<file path="src/rtl/cnn_batch_norm_weights_loader_if.sv">
// Handshake and bank-bus signals for the batch-norm weights loader.
// The slave modport is the loader's view; master is the DMA/config/reader side.
interface cnn_batch_norm_weights_loader_if #(
  parameter int OUTPUT_BRAM_NUM          = 4,
  parameter int DATA_WIDTH               = 32,
  parameter int BATCH_NORM_WEIGHTS_WIDTH = 8
);
  logic                                i_start;
  logic [BATCH_NORM_WEIGHTS_WIDTH-1:0] i_batch_norm_weights_size;
  logic                                i_reset_busy;
  logic                                i_data_valid;
  logic [DATA_WIDTH-1:0]               i_data;
  logic                                o_data_ready;
  logic                                o_enable;
  logic [OUTPUT_BRAM_NUM-1:0]          o_wenable;
  logic [DATA_WIDTH-1:0]               o_bram_data;
  logic [BATCH_NORM_WEIGHTS_WIDTH-1:0] o_data_point;
  logic                                i_rd_req;
  logic [BATCH_NORM_WEIGHTS_WIDTH-1:0] i_rd_index;
  logic                                o_rd_valid;
  logic                                o_rd_error;
  logic                                o_load_done;
  logic                                o_busy;

  modport slave (
    input  i_start, i_batch_norm_weights_size, i_reset_busy, i_data_valid, i_data,
    input  i_rd_req, i_rd_index,
    output o_data_ready, o_enable, o_wenable, o_bram_data, o_data_point,
    output o_rd_valid, o_rd_error, o_load_done, o_busy
  );

  modport master (
    output i_start, i_batch_norm_weights_size, i_reset_busy, i_data_valid, i_data,
    output i_rd_req, i_rd_index,
    input  o_data_ready, o_enable, o_wenable, o_bram_data, o_data_point,
    input  o_rd_valid, o_rd_error, o_load_done, o_busy
  );
endinterface

</file>
<file path="src/rtl/cnn_batch_norm_weights_loader.sv">
// Loads a weight stream round-robin into OUTPUT_BRAM_NUM banks, then serves
// parallel single-word reads with a fixed-latency valid flag.
module cnn_batch_norm_weights_loader #(
  parameter int OUTPUT_BRAM_NUM          = 4,
  parameter int DATA_WIDTH               = 32,
  parameter int BATCH_NORM_WEIGHTS_WIDTH = 8,
  parameter int READ_LATENCY             = 2
) (
  input logic                          i_clock,
  input logic                          i_reset,
  cnn_batch_norm_weights_loader_if.slave bus
);
  localparam int W      = BATCH_NORM_WEIGHTS_WIDTH;
  localparam int BANK_W = (OUTPUT_BRAM_NUM > 1) ? $clog2(OUTPUT_BRAM_NUM) : 1;

  typedef enum logic [1:0] {IDLE, WAIT_RST, LOAD, READY} state_t;

  state_t                     state;
  logic [W-1:0]               size_q;
  logic [W-1:0]               addr_cnt;
  logic [BANK_W-1:0]          bank_cnt;
  logic                       enable;
  logic [OUTPUT_BRAM_NUM-1:0] wenable;
  logic [DATA_WIDTH-1:0]      bram_data;
  logic [W-1:0]               data_point;
  logic                       rd_error;
  logic                       rd_issue;
  logic [READ_LATENCY-1:0]    rd_pipe;

  logic xfer;
  logic last_bank;
  logic last_addr;
  logic start_ok;

  // Ready drops combinationally with reset-busy so no word is taken while a bank is busy.
  assign bus.o_data_ready = (state == LOAD) && !bus.i_reset_busy;
  assign xfer      = bus.i_data_valid && bus.o_data_ready;
  assign last_bank = (bank_cnt == BANK_W'(OUTPUT_BRAM_NUM - 1));
  assign last_addr = (addr_cnt == size_q - W'(1));
  assign start_ok  = bus.i_start && ((state == IDLE) || (state == READY));

  assign bus.o_enable     = enable;
  assign bus.o_wenable    = wenable;
  assign bus.o_bram_data  = bram_data;
  assign bus.o_data_point = data_point;
  assign bus.o_rd_error   = rd_error;
  assign bus.o_rd_valid   = rd_pipe[READ_LATENCY-1];
  assign bus.o_load_done  = (state == READY);
  assign bus.o_busy       = (state == WAIT_RST) || (state == LOAD);

  // NOTE: state lives in always_ff with <= only; blocking writes here would race other flops.
  always_ff @(posedge i_clock or negedge i_reset) begin
    if (!i_reset) begin
      state      <= IDLE;
      size_q     <= '0;
      addr_cnt   <= '0;
      bank_cnt   <= '0;
      enable     <= 1'b0;
      wenable    <= '0;
      bram_data  <= '0;
      data_point <= '0;
      rd_error   <= 1'b0;
      rd_issue   <= 1'b0;
      rd_pipe    <= '0;
    end else begin
      enable   <= 1'b0;
      wenable  <= '0;
      rd_error <= 1'b0;
      rd_issue <= 1'b0;
      rd_pipe  <= (rd_pipe << 1) | READ_LATENCY'(rd_issue);

      if (start_ok) begin
        // A start in READY wins over a simultaneous read request.
        state    <= WAIT_RST;
        size_q   <= bus.i_batch_norm_weights_size;
        addr_cnt <= '0;
        bank_cnt <= '0;
      end else begin
        case (state)
          WAIT_RST: begin
            if (!bus.i_reset_busy) state <= (size_q != '0) ? LOAD : READY;
          end
          LOAD: begin
            if (xfer) begin
              enable     <= 1'b1;
              wenable    <= OUTPUT_BRAM_NUM'(1) << bank_cnt;
              bram_data  <= bus.i_data;
              data_point <= addr_cnt << 2;
              if (last_bank) begin
                bank_cnt <= '0;
                addr_cnt <= addr_cnt + W'(1);
                if (last_addr) state <= READY;
              end else begin
                bank_cnt <= bank_cnt + BANK_W'(1);
              end
            end
          end
          READY: begin
            if (bus.i_rd_req) begin
              if (bus.i_rd_index < size_q) begin
                enable     <= 1'b1;
                data_point <= bus.i_rd_index << 2;
                rd_issue   <= 1'b1;
              end else begin
                rd_error <= 1'b1;
              end
            end
          end
          default: ;
        endcase
      end
    end
  end
endmodule

</file>
<file path="src/flat_wrapper.sv">
// flat-port wrapper written by rule: the top's interface ports become plain ports
module cnn_batch_norm_weights_loader_flat 
#(
  parameter int OUTPUT_BRAM_NUM          = 4,
  parameter int DATA_WIDTH               = 32,
  parameter int BATCH_NORM_WEIGHTS_WIDTH = 8,
  parameter int READ_LATENCY             = 2
)
  (i_clock, i_reset, bus_i_start, bus_i_batch_norm_weights_size, bus_i_reset_busy, bus_i_data_valid, bus_i_data, bus_i_rd_req, bus_i_rd_index, bus_o_data_ready, bus_o_enable, bus_o_wenable, bus_o_bram_data, bus_o_data_point, bus_o_rd_valid, bus_o_rd_error, bus_o_load_done, bus_o_busy);
  cnn_batch_norm_weights_loader_if #(.OUTPUT_BRAM_NUM(OUTPUT_BRAM_NUM), .DATA_WIDTH(DATA_WIDTH), .BATCH_NORM_WEIGHTS_WIDTH(BATCH_NORM_WEIGHTS_WIDTH)) bus_i ();
  input logic i_clock;
  input logic i_reset;
  input wire logic [$bits(bus_i.i_start)-1:0] bus_i_start;
  input wire logic [$bits(bus_i.i_batch_norm_weights_size)-1:0] bus_i_batch_norm_weights_size;
  input wire logic [$bits(bus_i.i_reset_busy)-1:0] bus_i_reset_busy;
  input wire logic [$bits(bus_i.i_data_valid)-1:0] bus_i_data_valid;
  input wire logic [$bits(bus_i.i_data)-1:0] bus_i_data;
  input wire logic [$bits(bus_i.i_rd_req)-1:0] bus_i_rd_req;
  input wire logic [$bits(bus_i.i_rd_index)-1:0] bus_i_rd_index;
  output wire logic [$bits(bus_i.o_data_ready)-1:0] bus_o_data_ready;
  output wire logic [$bits(bus_i.o_enable)-1:0] bus_o_enable;
  output wire logic [$bits(bus_i.o_wenable)-1:0] bus_o_wenable;
  output wire logic [$bits(bus_i.o_bram_data)-1:0] bus_o_bram_data;
  output wire logic [$bits(bus_i.o_data_point)-1:0] bus_o_data_point;
  output wire logic [$bits(bus_i.o_rd_valid)-1:0] bus_o_rd_valid;
  output wire logic [$bits(bus_i.o_rd_error)-1:0] bus_o_rd_error;
  output wire logic [$bits(bus_i.o_load_done)-1:0] bus_o_load_done;
  output wire logic [$bits(bus_i.o_busy)-1:0] bus_o_busy;
  assign bus_i.i_start = bus_i_start;
  assign bus_i.i_batch_norm_weights_size = bus_i_batch_norm_weights_size;
  assign bus_i.i_reset_busy = bus_i_reset_busy;
  assign bus_i.i_data_valid = bus_i_data_valid;
  assign bus_i.i_data = bus_i_data;
  assign bus_i.i_rd_req = bus_i_rd_req;
  assign bus_i.i_rd_index = bus_i_rd_index;
  assign bus_o_data_ready = bus_i.o_data_ready;
  assign bus_o_enable = bus_i.o_enable;
  assign bus_o_wenable = bus_i.o_wenable;
  assign bus_o_bram_data = bus_i.o_bram_data;
  assign bus_o_data_point = bus_i.o_data_point;
  assign bus_o_rd_valid = bus_i.o_rd_valid;
  assign bus_o_rd_error = bus_i.o_rd_error;
  assign bus_o_load_done = bus_i.o_load_done;
  assign bus_o_busy = bus_i.o_busy;
  cnn_batch_norm_weights_loader #(.OUTPUT_BRAM_NUM(OUTPUT_BRAM_NUM), .DATA_WIDTH(DATA_WIDTH), .BATCH_NORM_WEIGHTS_WIDTH(BATCH_NORM_WEIGHTS_WIDTH), .READ_LATENCY(READ_LATENCY)) u_core (.i_clock(i_clock), .i_reset(i_reset), .bus(bus_i));
endmodule
</file>
<file path="config.mk">
export PLATFORM = sky130hd
export DESIGN_NAME = cnn_batch_norm_weights_loader_flat
export DESIGN_NICKNAME = d
export VERILOG_FILES = /design/src/rtl/cnn_batch_norm_weights_loader_if.sv /design/src/rtl/cnn_batch_norm_weights_loader.sv /design/src/flat_wrapper.sv
export SDC_FILE = /design/constraint.sdc
export NUM_CORES = 1
export LEC_CHECK = 0
export CAP_MARGIN = 0
export CORE_MARGIN = 2
export CORE_UTILIZATION = 40
export DETAILED_ROUTE_END_ITERATION = 8
export PLACE_DENSITY_LB_ADDON = 0.3
export SLEW_MARGIN = 20
export SYNTH_ARGS = -nofsm -noshare
export SYNTH_HDL_FRONTEND = slang
export SYNTH_SLANG_ARGS = --single-unit
</file>
<file path="constraint.sdc">
create_clock -name i_clock -period 2.1 [get_ports i_clock]
set_input_delay 0.42 -clock i_clock [delete_from_list [all_inputs] [get_ports i_clock]]
set_output_delay 0.42 -clock i_clock [all_outputs]
set_load 0.01 [all_outputs]
</file>
-- Word level (Yosys, flattened, before mapping)
Cells that the tools add are included.
- add/sub/neg operators: 3
- $lt $le $gt $ge: 1
- equal/unequal tests: 12
- shifts and indexed selects: 1
- multiplexer cells: 33
- bitwise operators: 2
- reduce and logical (&&, ||, !) cells: 18
- operators with widths (cell ; number):
    8-bit two-way mux ; 7
    2-bit two-way mux ; 9
    8-bit case mux with 2 select lines ; 1
    4-bit two-way mux ; 3
    1-bit two-way mux ; 11
    5-bit AND reduction ; 2
    3-bit by 1-bit inequality test with 1-bit output, second input constant ; 3
    8-bit by 1-bit adder with 8-bit output, second input constant ; 1
    8-bit equality test ; 1
    8-bit less-than comparator ; 1
    2-bit nonzero test ; 4
    8-bit nonzero test ; 1
    8-bit by 1-bit subtractor with 8-bit output, second input constant ; 1
    2-bit equality test, second input constant ; 3
    3-bit AND reduction ; 2
    2-bit by 1-bit inequality test with 1-bit output, second input constant ; 2
    2-bit case mux with 2 select lines ; 1
    1-bit by 2-bit << shifter with 4-bit output, first input constant ; 1
    1-bit logical AND ; 3
    3-bit by 2-bit inequality test with 1-bit output, second input constant ; 1
    3-bit nonzero test ; 1
    2-bit by 1-bit adder with 2-bit output, second input constant ; 1
    2-bit by 1-bit equality test with 1-bit output, second input constant ; 1
    2-bit zero test ; 1
    7 further kinds ; 8
- flip-flop bits (word level): 69
- output and inout bits: 50
- word-level logic and storage cells: 81

-- Longest topological paths before layout
Gate-level depths: netlist (run 1).
- depth in word-level cells: 7
- gate-level depth with buffers: 9
- depth with buffers taken out: 8

-- Worst setup path before layout (run 1)
No wires, ideal clock.
- kind: register to register
- from: reg u_core.state[0]
- to: reg u_core.data_point[2] (netlist: u_core.bus.o_data_point[2])
- setup time: 0.125 ns
- data arrival time: 2.008 ns
- data required time: 1.975 ns
- path slack: -0.033 ns
- stages on the path, launching flop included: 9
- path buffers: 1
- cell sequence: dfrtp_1 > inv_1 > ha_1 > nor2b_1 > nand2_1 > clkbuf_1 > nor4b_1 > a21oi_1 > mux2_2
- longest elaborated chain between the ends: 5
- ends and longest elaborated chain (item ; line ; source):
    start: declaration ; cnn_batch_norm_weights_loader.sv:18 ; state_t state;
    start signal: assignment ; cnn_batch_norm_weights_loader.sv:81 ; if (!bus.i_reset_busy) state <= (size_q != '0) ? LOAD : READY;
    2-bit equality test ; cnn_batch_norm_weights_loader.sv:36 ; assign bus.o_data_ready = (state == LOAD) && !bus.i_reset_busy;
    1-bit logical AND ; cnn_batch_norm_weights_loader.sv:36 ;
    via bus_o_data_ready ; flat_wrapper.sv:20 ; output wire logic [$bits(bus_i.o_data_ready)-1:0] bus_o_data_ready;
    1-bit logical AND ; cnn_batch_norm_weights_loader.sv:37 ; assign xfer = bus.i_data_valid && bus.o_data_ready;
    2-bit by 1-bit inequality test with 1-bit output (no source line) ; -- ;
    5-bit AND reduction (no source line) ; -- ;
    end signal: assignment ; cnn_batch_norm_weights_loader.sv:88 ; data_point <= addr_cnt << 2;
    end signal: assignment ; cnn_batch_norm_weights_loader.sv:102 ; data_point <= bus.i_rd_index << 2;
    end: declaration ; cnn_batch_norm_weights_loader.sv:25 ; logic [W-1:0] data_point;
The timed path passes the listed nets, and every way through them passes these cells.
A chain may end at the register's enable or synchronous reset.

-- Worst setup path after layout (run 1)
- from: reg u_core.size_q[2]
- to: reg u_core.state[0]
- longest elaborated chain between the ends: 5
- ends and longest elaborated chain (item ; line ; source):
    start: declaration ; cnn_batch_norm_weights_loader.sv:19 ; logic [W-1:0] size_q;
    start signal: assignment ; cnn_batch_norm_weights_loader.sv:75 ; size_q <= bus.i_batch_norm_weights_size;
    branches (longest 5 deep; another with 8-bit by 1-bit subtractor with 8-bit output) ; -- ;
Parallel ways; which one is timed is not known. The select of a mux whose other input is x is not followed.

==> impl_metrics.yaml, run 1 <==
timing:
  finClkSkew_ns: 0.008139
  setup_slack_ns: 0.001334
  hold_ws_ns: 0.03093
  fin_crit_sh: 0.9994
  drv_slew: 0
  fmax_ghz: 0.4765
  tns_ns: 0
  rsz0062_at_grt: "yes"
  setup_violations: 0
  hold_viol_final: 0
  period_needed_ns: 2.099
yosys:
  synth_cell_types: 42
  synth.area.top_cells: "dfrtp_1 (53%), nand2_1 (13%), ha_1 (6.3%), mux2_2 (4.3%), xnor2_1 (3.0%)"
  synth_edf_count: 0
  syn_area_mm2: 0.003174
  ys.flop_type: "dfrtp_1"
  syn_inst: 332
  yosysWarnings: 0
  yosysSeqAreaShare: 0.5282
  syn_area_per_cell_um2: 9.561
  synth_area_leader_cell: "dfrtp_1"
  async_reset_ff_frac: 1.000
  ys_seq_elements: 67
  synth_top_area_frac: 0.5282
clocking:
  clock_latency_ns: 0.34
  cts_hold_buf: 0
  path_clk_slew_ns: 0.08
  cts-root-buf: "clkbuf_8"
  cts.path.max_buffers: 2
  cts_buffers: 9
  htree_levels: 3
  tritoncts: "done"
  cts_sinks: 67
run:
  max_cap_violations: 0
cells_and_area:
  layout-drive-gt1-share: 0.1699
  utilization: 0.6195
  area_delta_synth_final_pct: 50.81
  nets: 530
  final_area_mm2: 0.004787
  final-instance-count-excl-fill: 567
  diodes: 0
floorplanning:
  coreArea_mm2: 0.007727
  dieHeight_um: 93.08
  start_util: 0.4108
  io_pins: 104
  dieWidth_um: 93.08
  dieArea_mm2: 0.008664
  num_rows: 32
detailed_routing:
  finalWirelength_um: 7976
  ant_nets: 0
  drcViolationCount: 0
  wire_per_inst_um: 14.07
  via_per_inst: 4.744
  vias: 2690
  dr.pass1.iters: 5
  drt_iter0_drc: 103
critical_path:
  cp-end-kind: "flop"
  worstPathRequired_ns: 2.33
  crit_type: "reg2reg"
  critPathArrivalTime_ns: 2.33
  cp-start-kind: "flop"
  path_max_fanout: 5
power:
  power_mw: 3.503
  vdd_drop_max_uv: 518.2
  switchingPower_uw: 948.1
  p_leak_nw: 2.345
  combPwrFrac: 0.215
  p_int_mw: 2.555
  seqPwrFrac: 0.450
  power.density_mw_per_mm2: 731.7
  clkPwrFrac: 0.335
  p_sw_frac: 0.2706
grt:
  use_met2: 0.3442
  grt_usage: 0.1993
  grt_pass1_wl_um: 13530
  grt_util_met1: 0.2541
  grt_antenna_before_repair: 0
  gr-total-overflow: 0
  grt_pass1_vias: 2772
  busiest_layer: "met2"
  met3_usage: 0.02901
  grt_max_degree: 37
status:
  run_status: "completed"
placement:
  dp_hpwl_um: 5740
  place_ws_ns: -0.4064
  place_area_mm2: 0.004417
  gp_congestion: 0.8560
  dp_cells: 542
  port_buffers: 101
min_path:
  min_path_type: "in2async"
worst paths after layout:
kind,startpoint,to,slack (ns),cells past startpoint
setup / recovery,u_core.size_q[2],u_core.state[0],0.001,7
hold reg to reg,u_core.rd_pipe[0],u_core.rd_pipe[1],0.35,0
min in group i_clock,u_core.rd_pipe[0],u_core.rd_pipe[1],0.35,0
hold / removal,i_reset,u_core.bus.o_bram_data[9],0.03,1
setup reg to reg,u_core.size_q[2],u_core.state[0],0.001,7
max in group asynchronous,i_reset,u_core.bus.o_bram_data[0],1.43,2
kinds of logic (layout without fill, tap and decap cells):
family / Yosys count / in the layout / synth area share
DFF: 67 / 67 / 0.5282
adders and majority gates: 16 / 16 / 0.06307
muxes: 12 / 12 / 0.04257
AOI/OAI and AO/OA: 29 / 29 / 0.06228
other: 1 / 2 / 0.001181
xor gates and xnor gates: 18 / 18 / 0.04966
and+or+nand+nor: 159 / 159 / 0.2152
buffers and inverters: 30 / 162 / 0.03784
synth_stat cells, types with 2 or more instances:
| cell | number |
|---|---|
| xnor2_1 | 11 |
| nand3_1 | 6 |
| clkbuf_1 | 15 |
| ha_1 | 16 |
| nand2_1 | 114 |
| buf_4 | 2 |
| and2_1 | 2 |
| a21oi_1 | 8 |
| mux2_2 | 12 |
| xor2_1 | 7 |
| o21ai_0 | 9 |
| nor3_1 | 5 |
| inv_1 | 13 |
| dfrtp_1 | 67 |
| nand4_1 | 4 |
| and3_1 | 4 |
| nor2_1 | 12 |
cell usage in the layout (no fill, tap or decap), types with 11 or more instances in the layout:
cell type and count:
nor2_1 12, xnor2_1 11, mux2_2 12, ha_1 16, clkdlybuf4s50_1 98, nand2_1 114, buf_4 30, dfrtp_1 64
inv_1 13
power by group through the flow:
stage,registers [mW],clock network [mW],logic (mW)
floorplan,1.62,0,0.278
global placement,1.60,0,0.743
detailed placement,1.60,0,0.758
CTS,1.58,1.20,0.764
global route,1.60,1.27,0.846
finish,1.58,1.17,0.752
sequential cells by signal (all words and copies together), names as in the netlist:
| signal | cells |
|---|---|
| u_core.state | 2 |
| u_core.rd_issue | 1 |
| u_core.bus.o_wenable | 4 |
| u_core.rd_pipe | 2 |
| u_core.bus.o_bram_data | 32 |
| u_core.size_q | 8 |
| u_core.addr_cnt | 8 |
| u_core.bus.o_data_point | 6 |
| u_core.bank_cnt | 2 |
| u_core.bus.o_rd_error | 1 |
| u_core.bus.o_enable | 1 |
critical path, stage by stage (launching register included):
cell	delay, ns
dfrtp_2	0.44
or4_4	0.55
buf_6	0.14
o221ai_4	0.21
o311ai_4	0.12
o211ai_2	0.21
a21oi_2	0.09
o22a_2	0.22
layer usage:
metal  vias to the layer above  share of wire
li1                       1332              -
met1                      1298           0.43
met4                         0          0.019
met2                        50           0.52
met3                        10          0.031
met5                         -              0
timing repair:
action,in CTS,in global routing
endpoints found under the setup margin,11,9
pin swaps,6,8
resized for setup,10,10
buffers inserted,6,3
layout make-up:
| type | instances | area, µm² |
|---|---|---|
| Multi-Input combinational cell | 236 | 1461 |
| Tap cell | 102 | 127.6 |
| Clock inverter | 6 | 90.09 |
| Timing Repair Buffer | 133 | 1251 |
| Inverter | 13 | 48.80 |
| Clock buffer | 10 | 127.6 |
| Sequential cell | 67 | 1680 |
| Fill cell | 643 | 2940 |
Note: power is estimated with default switching activity, not from simulation.
==> run 2, diff against run 1 <==
Settings changed: CORE_ASPECT_RATIO set to 1.4.
==> impl_metrics.yaml, run 2 (synthesis gave the netlist of run 1 again) <==
status:
  run_status: "completed"
placement:
  port_buffers: 101
  gp_congestion: 0.7931
  dp_hpwl_um: 5734
detailed_routing:
  drcViolationCount: 0
  dr.pass1.iters: 4
  wire_per_inst_um: 14.20
  ant_nets: 0
  via_per_inst: 4.805
  finalWirelength_um: 7997
  drt_iter0_drc: 122
  vias: 2705
clocking:
  cts.path.max_buffers: 2
  cts_buffers: 9
  clock_latency_ns: 0.34
  htree_levels: 3
  cts_sinks: 67
  path_clk_slew_ns: 0.08
  tritoncts: "done"
  cts-root-buf: "clkbuf_8"
cells_and_area:
  area_delta_synth_final_pct: 51.32
  diodes: 0
  final_common_cell: "nand2_1"
  nets: 529
  layout-drive-gt1-share: 0.1641
  layout_common_cells: "nand2_1 (114), clkdlybuf4s50_1 (96), dfrtp_1 (66)"
  largest_register_ffs: 32
power:
  vdd_drop_max_uv: 537.4
  power_mw: 3.553
  power.density_mw_per_mm2: 739.6
  p_leak_nw: 2.333
critical_path:
  critPathArrivalTime_ns: 2.26
  cp-start-kind: "flop"
  path_max_fanout: 6
  cp-end-kind: "flop"
  crit_type: "reg2reg"
  worstPathRequired_ns: 2.33
grt:
  grt_pass1_wl_um: 13010
  grt_pass1_vias: 2652
  gr-total-overflow: 0
  grt_max_degree: 37
  grt_antenna_before_repair: 0
  grt_usage: 0.1950
timing:
  setup_violations: 0
  tns_ns: 0
  period_needed_ns: 2.030
  hold_viol_final: 0
  drv_slew: 0
  fmax_ghz: 0.4926
  fin_crit_sh: 0.9666
  finClkSkew_ns: 0.009375
  rsz0062_at_grt: "yes"
min_path:
  min_path_type: "reg2reg"
floorplanning:
  dieWidth_um: 79.29
  io_pins: 104
  start_util: 0.4096
  coreArea_mm2: 0.007750
  num_rows: 38
  dieArea_mm2: 0.008675
  dieHeight_um: 109.4
run:
  max_cap_violations: 0
## run 2: cell types whose count changed in the layout (fill, tap and decap cells not counted), sizes merged
| cell | delta |
|---|---|
| clkdlybuf4s50 | -2 |
| dlymetal6s2s | +3 |
| clkinv | -3 |
| inv | +2 |
| buf | -2 |
| dlygate4sd2 | -1 |
| dlygate4sd3 | +1 |
## run 2: path summary, 6_finish.rpt
kind,from,endpoint,slack (ns),depth (start not counted)
worst max register to register,u_core.size_q[0],u_core.bus.o_data_point[4],0.07,7
max in group asynchronous,i_reset,u_core.state[1],0.91,3
worst max-delay path,u_core.size_q[0],u_core.bus.o_data_point[4],0.07,7
min in group asynchronous,i_reset,u_core.bus.o_bram_data[17],0.49,2
worst min register to register,u_core.rd_pipe[0],u_core.rd_pipe[1],0.35,0
worst min-delay path,u_core.rd_pipe[0],u_core.rd_pipe[1],0.35,0
## run 2: critical path, cell delays in order (launching register included)
cell      delay (ns)
dfrtp_1         0.41
buf_4           0.13
or2b_1          0.21
a2111o_1        0.41
a31oi_2         0.16
o21a_1          0.20
a21oi_4         0.10
mux2_2          0.29
## run 2: what timing repair did
action / in CTS / in global routing
gates cloned: 0 / 0
hold buffers: 1 / 0
resized for setup: 11 / 9
pin swaps: 6 / 4
buffers inserted: 2 / 3
endpoints found under the hold margin: 7 / 0
endpoints found under the setup margin: 10 / 10
## run 2: report_power, final
group,switching (mW),internal (mW),total (mW)
sequential,0.138,1.45,1.58
clock,0.510,0.703,1.21
combinational,0.315,0.441,0.756
## run 2: layout make-up
type                            instances  area, µm²
Timing Repair Buffer                  132       1264
Fill cell                             665       2947
Tap cell                              100      125.1
Sequential cell                        67       1678
Multi-Input combinational cell        236       1465
Clock inverter                          5      85.08
Inverter                               13      48.80
Clock buffer                           10      137.6
## run 2: through the flow
stage               utilization  hold WS, ns  std cells  setup WS (ns)  area, µm²
CTS                      0.6127       0.3552        560       0.006408       4748
floorplan                     -       0.1244        333        0.03330       3182
global route             0.6198       0.3860        563       -0.01661       4803
detailed placement       0.5731       0.2890        542        -0.4068       4442
global placement         0.5731       0.2873        542        -0.3684       4442
finish                   0.6198       0.3545        563        0.07005       4803
## run 2: routing by layer
layer / global-route usage / share of wire / up-vias
li1: - / - / 1323
met1: 0.2318 / 0.40 / 1297
met2: 0.3378 / 0.53 / 77
met3: 0.05829 / 0.055 / 8
met4: 0.06281 / 0.012 / 0
met5: 0 / 0 / -
==> run 3, diff against run 2 <==
Settings changed: CORE_MARGIN 2 to 1.
==> impl_metrics.yaml, run 3 (synthesis gave the netlist of run 1 again) <==
cells_and_area:
  largest_register_ffs: 32
  diodes: 0
  area_delta_synth_final_pct: 49.67
  final_common_cell: "nand2_1"
  fill_cells: 686
  layout-drive-gt1-share: 0.1623
  register_area_mm2: 0.001677
  multi_input_area_mm2: 0.001454
  layout_common_cells: "nand2_1 (114), clkdlybuf4s50_1 (97), dfrtp_1 (67)"
  nets: 527
grt:
  grt_pass1_vias: 2731
  grt_usage: 0.1969
  grt_antenna_before_repair: 0
  grt_pass1_wl_um: 12630
  grt_max_degree: 68
  gr-total-overflow: 0
timing:
  period_needed_ns: 2.092
  drv_slew: 0
  tns_ns: 0
  finClkSkew_ns: 0.01036
  fmax_ghz: 0.4779
  fin_crit_sh: 0.9964
  hold_viol_final: 0
  rsz0062_at_grt: "yes"
  setup_violations: 0
clocking:
  cts-root-buf: "clkbuf_8"
  tritoncts: "done"
  cts_buffers: 9
  cts_hold_buf: 0
  htree_levels: 3
  cts.path.max_buffers: 2
  path_clk_slew_ns: 0.08
  cts_sinks: 67
  clock_latency_ns: 0.35
critical_path:
  reg2reg_depth: 7
  cp-end-kind: "flop"
  worstReg2RegEnd: "u_core.bus.o_data_point[6]"
  crit_path_max_incr_delay_ns: 0.45
  cp-start-kind: "flop"
  critPathArrivalTime_ns: 2.32
  path_max_fanout: 6
  r2r_start: "u_core.size_q[0]"
  worstPathRequired_ns: 2.33
  r2r_slack_ns: 0.008
  startpoint: "u_core.size_q[0]"
  crit_slowest_cell: "a2111o_1"
  crit_chain: "buf_6 -> or2b_1 -> a2111o_1 -> a31oi_4 -> o21a_1 -> a21oi_4 -> mux2_4"
  cp-endpoint: "u_core.bus.o_data_point[6]"
  crit_type: "reg2reg"
floorplanning:
  start_util: 0.4121
  dieArea_mm2: 0.008301
  num_rows: 38
  dieHeight_um: 107.4
  io_pins: 104
  dieWidth_um: 77.29
  coreArea_mm2: 0.007702
detailed_routing:
  drcViolationCount: 0
  vias: 2689
  ant_nets: 0
  dr.pass1.iters: 5
  drt_iter0_drc: 88
  wire_per_inst_um: 13.60
  finalWirelength_um: 7641
  via_per_inst: 4.785
status:
  run_status: "completed"
placement:
  gp_congestion: 0.7680
  dp_hpwl_um: 5539
  port_buffers: 101
min_path:
  min_path_type: "in2async"
power:
  vdd_drop_max_uv: 485.7
  power.density_mw_per_mm2: 726.5
  power_mw: 3.451
  p_leak_nw: 2.285
run:
  max_cap_violations: 0
[run 3: where the power goes]
part	internal, mW	switching, mW	leakage (nW)
Combinational	0.440	0.312	1.36
Sequential	1.45	0.132	0.826
Clock	0.569	0.554	0.0988
[run 3: worst min-delay path by stage]
stage,start,to,depth (start not counted),slack (ns)
detailed placement,u_core.rd_pipe[0],u_core.rd_pipe[1],0,0.34
floorplan,i_reset,u_core.addr_cnt[0],0,0.12
CTS,i_reset,u_core.bus.o_bram_data[18],2,0.09
global route,i_reset,u_core.bus.o_bram_data[18],2,0.11
global placement,u_core.rd_pipe[0],u_core.rd_pipe[1],0,0.34
finish,i_reset,u_core.bus.o_bram_data[24],2,0.09
[run 3: critical path: cells and delay by family (launching register included)]
kind | cells | cell delay (ns)
buffers and inverters | 1 | 0.11
multiplexers | 1 | 0.32
flip-flops | 1 | 0.41
AND/OR/NAND/NOR | 1 | 0.21
AO/OA/AOI/OAI | 4 | 0.91
[run 3: area by class of cell]
class | instances | area share
timing repair buffer | 130 | 0.2610
sequential | 67 | 0.3529
inverter | 13 | 0.01027
multi-input combinational | 236 | 0.3060
clock inverter | 7 | 0.01738
tap | 100 | 0.02634
clock buffer | 9 | 0.02607
[run 3: layer usage]
layer / track usage / vias to the layer above / routed length (µm)
li1: - / 1329 / -
met1: 0.2266 / 1270 / 3036
met2: 0.3502 / 77 / 4101
met3: 0.03729 / 13 / 350
met4: 0.09030 / 0 / 152
met5: 0 / - / 0
[run 3: per-stage QoR]
step / area (µm²) / hold WS, ns / setup WS [ns] / cells / utilization
floorplan: 3182 / 0.1244 / 0.03330 / 333 / -
global placement: 4434 / 0.3400 / -0.3794 / 541 / 0.5757
detailed placement: 4434 / 0.3403 / -0.4684 / 541 / 0.5757
CTS: 4711 / 0.08647 / -0.01316 / 561 / 0.6116
global route: 4751 / 0.1107 / -0.04493 / 562 / 0.6168
finish: 4751 / 0.08589 / 0.007524 / 562 / 0.6168
[run 3: timing repair]
action,4_1_cts,5_1_grt
gates resized for setup,13,6
setup endpoints to repair,12,9
setup buffers,4,1
pin swaps,5,3
endpoints found under the hold margin,0,0
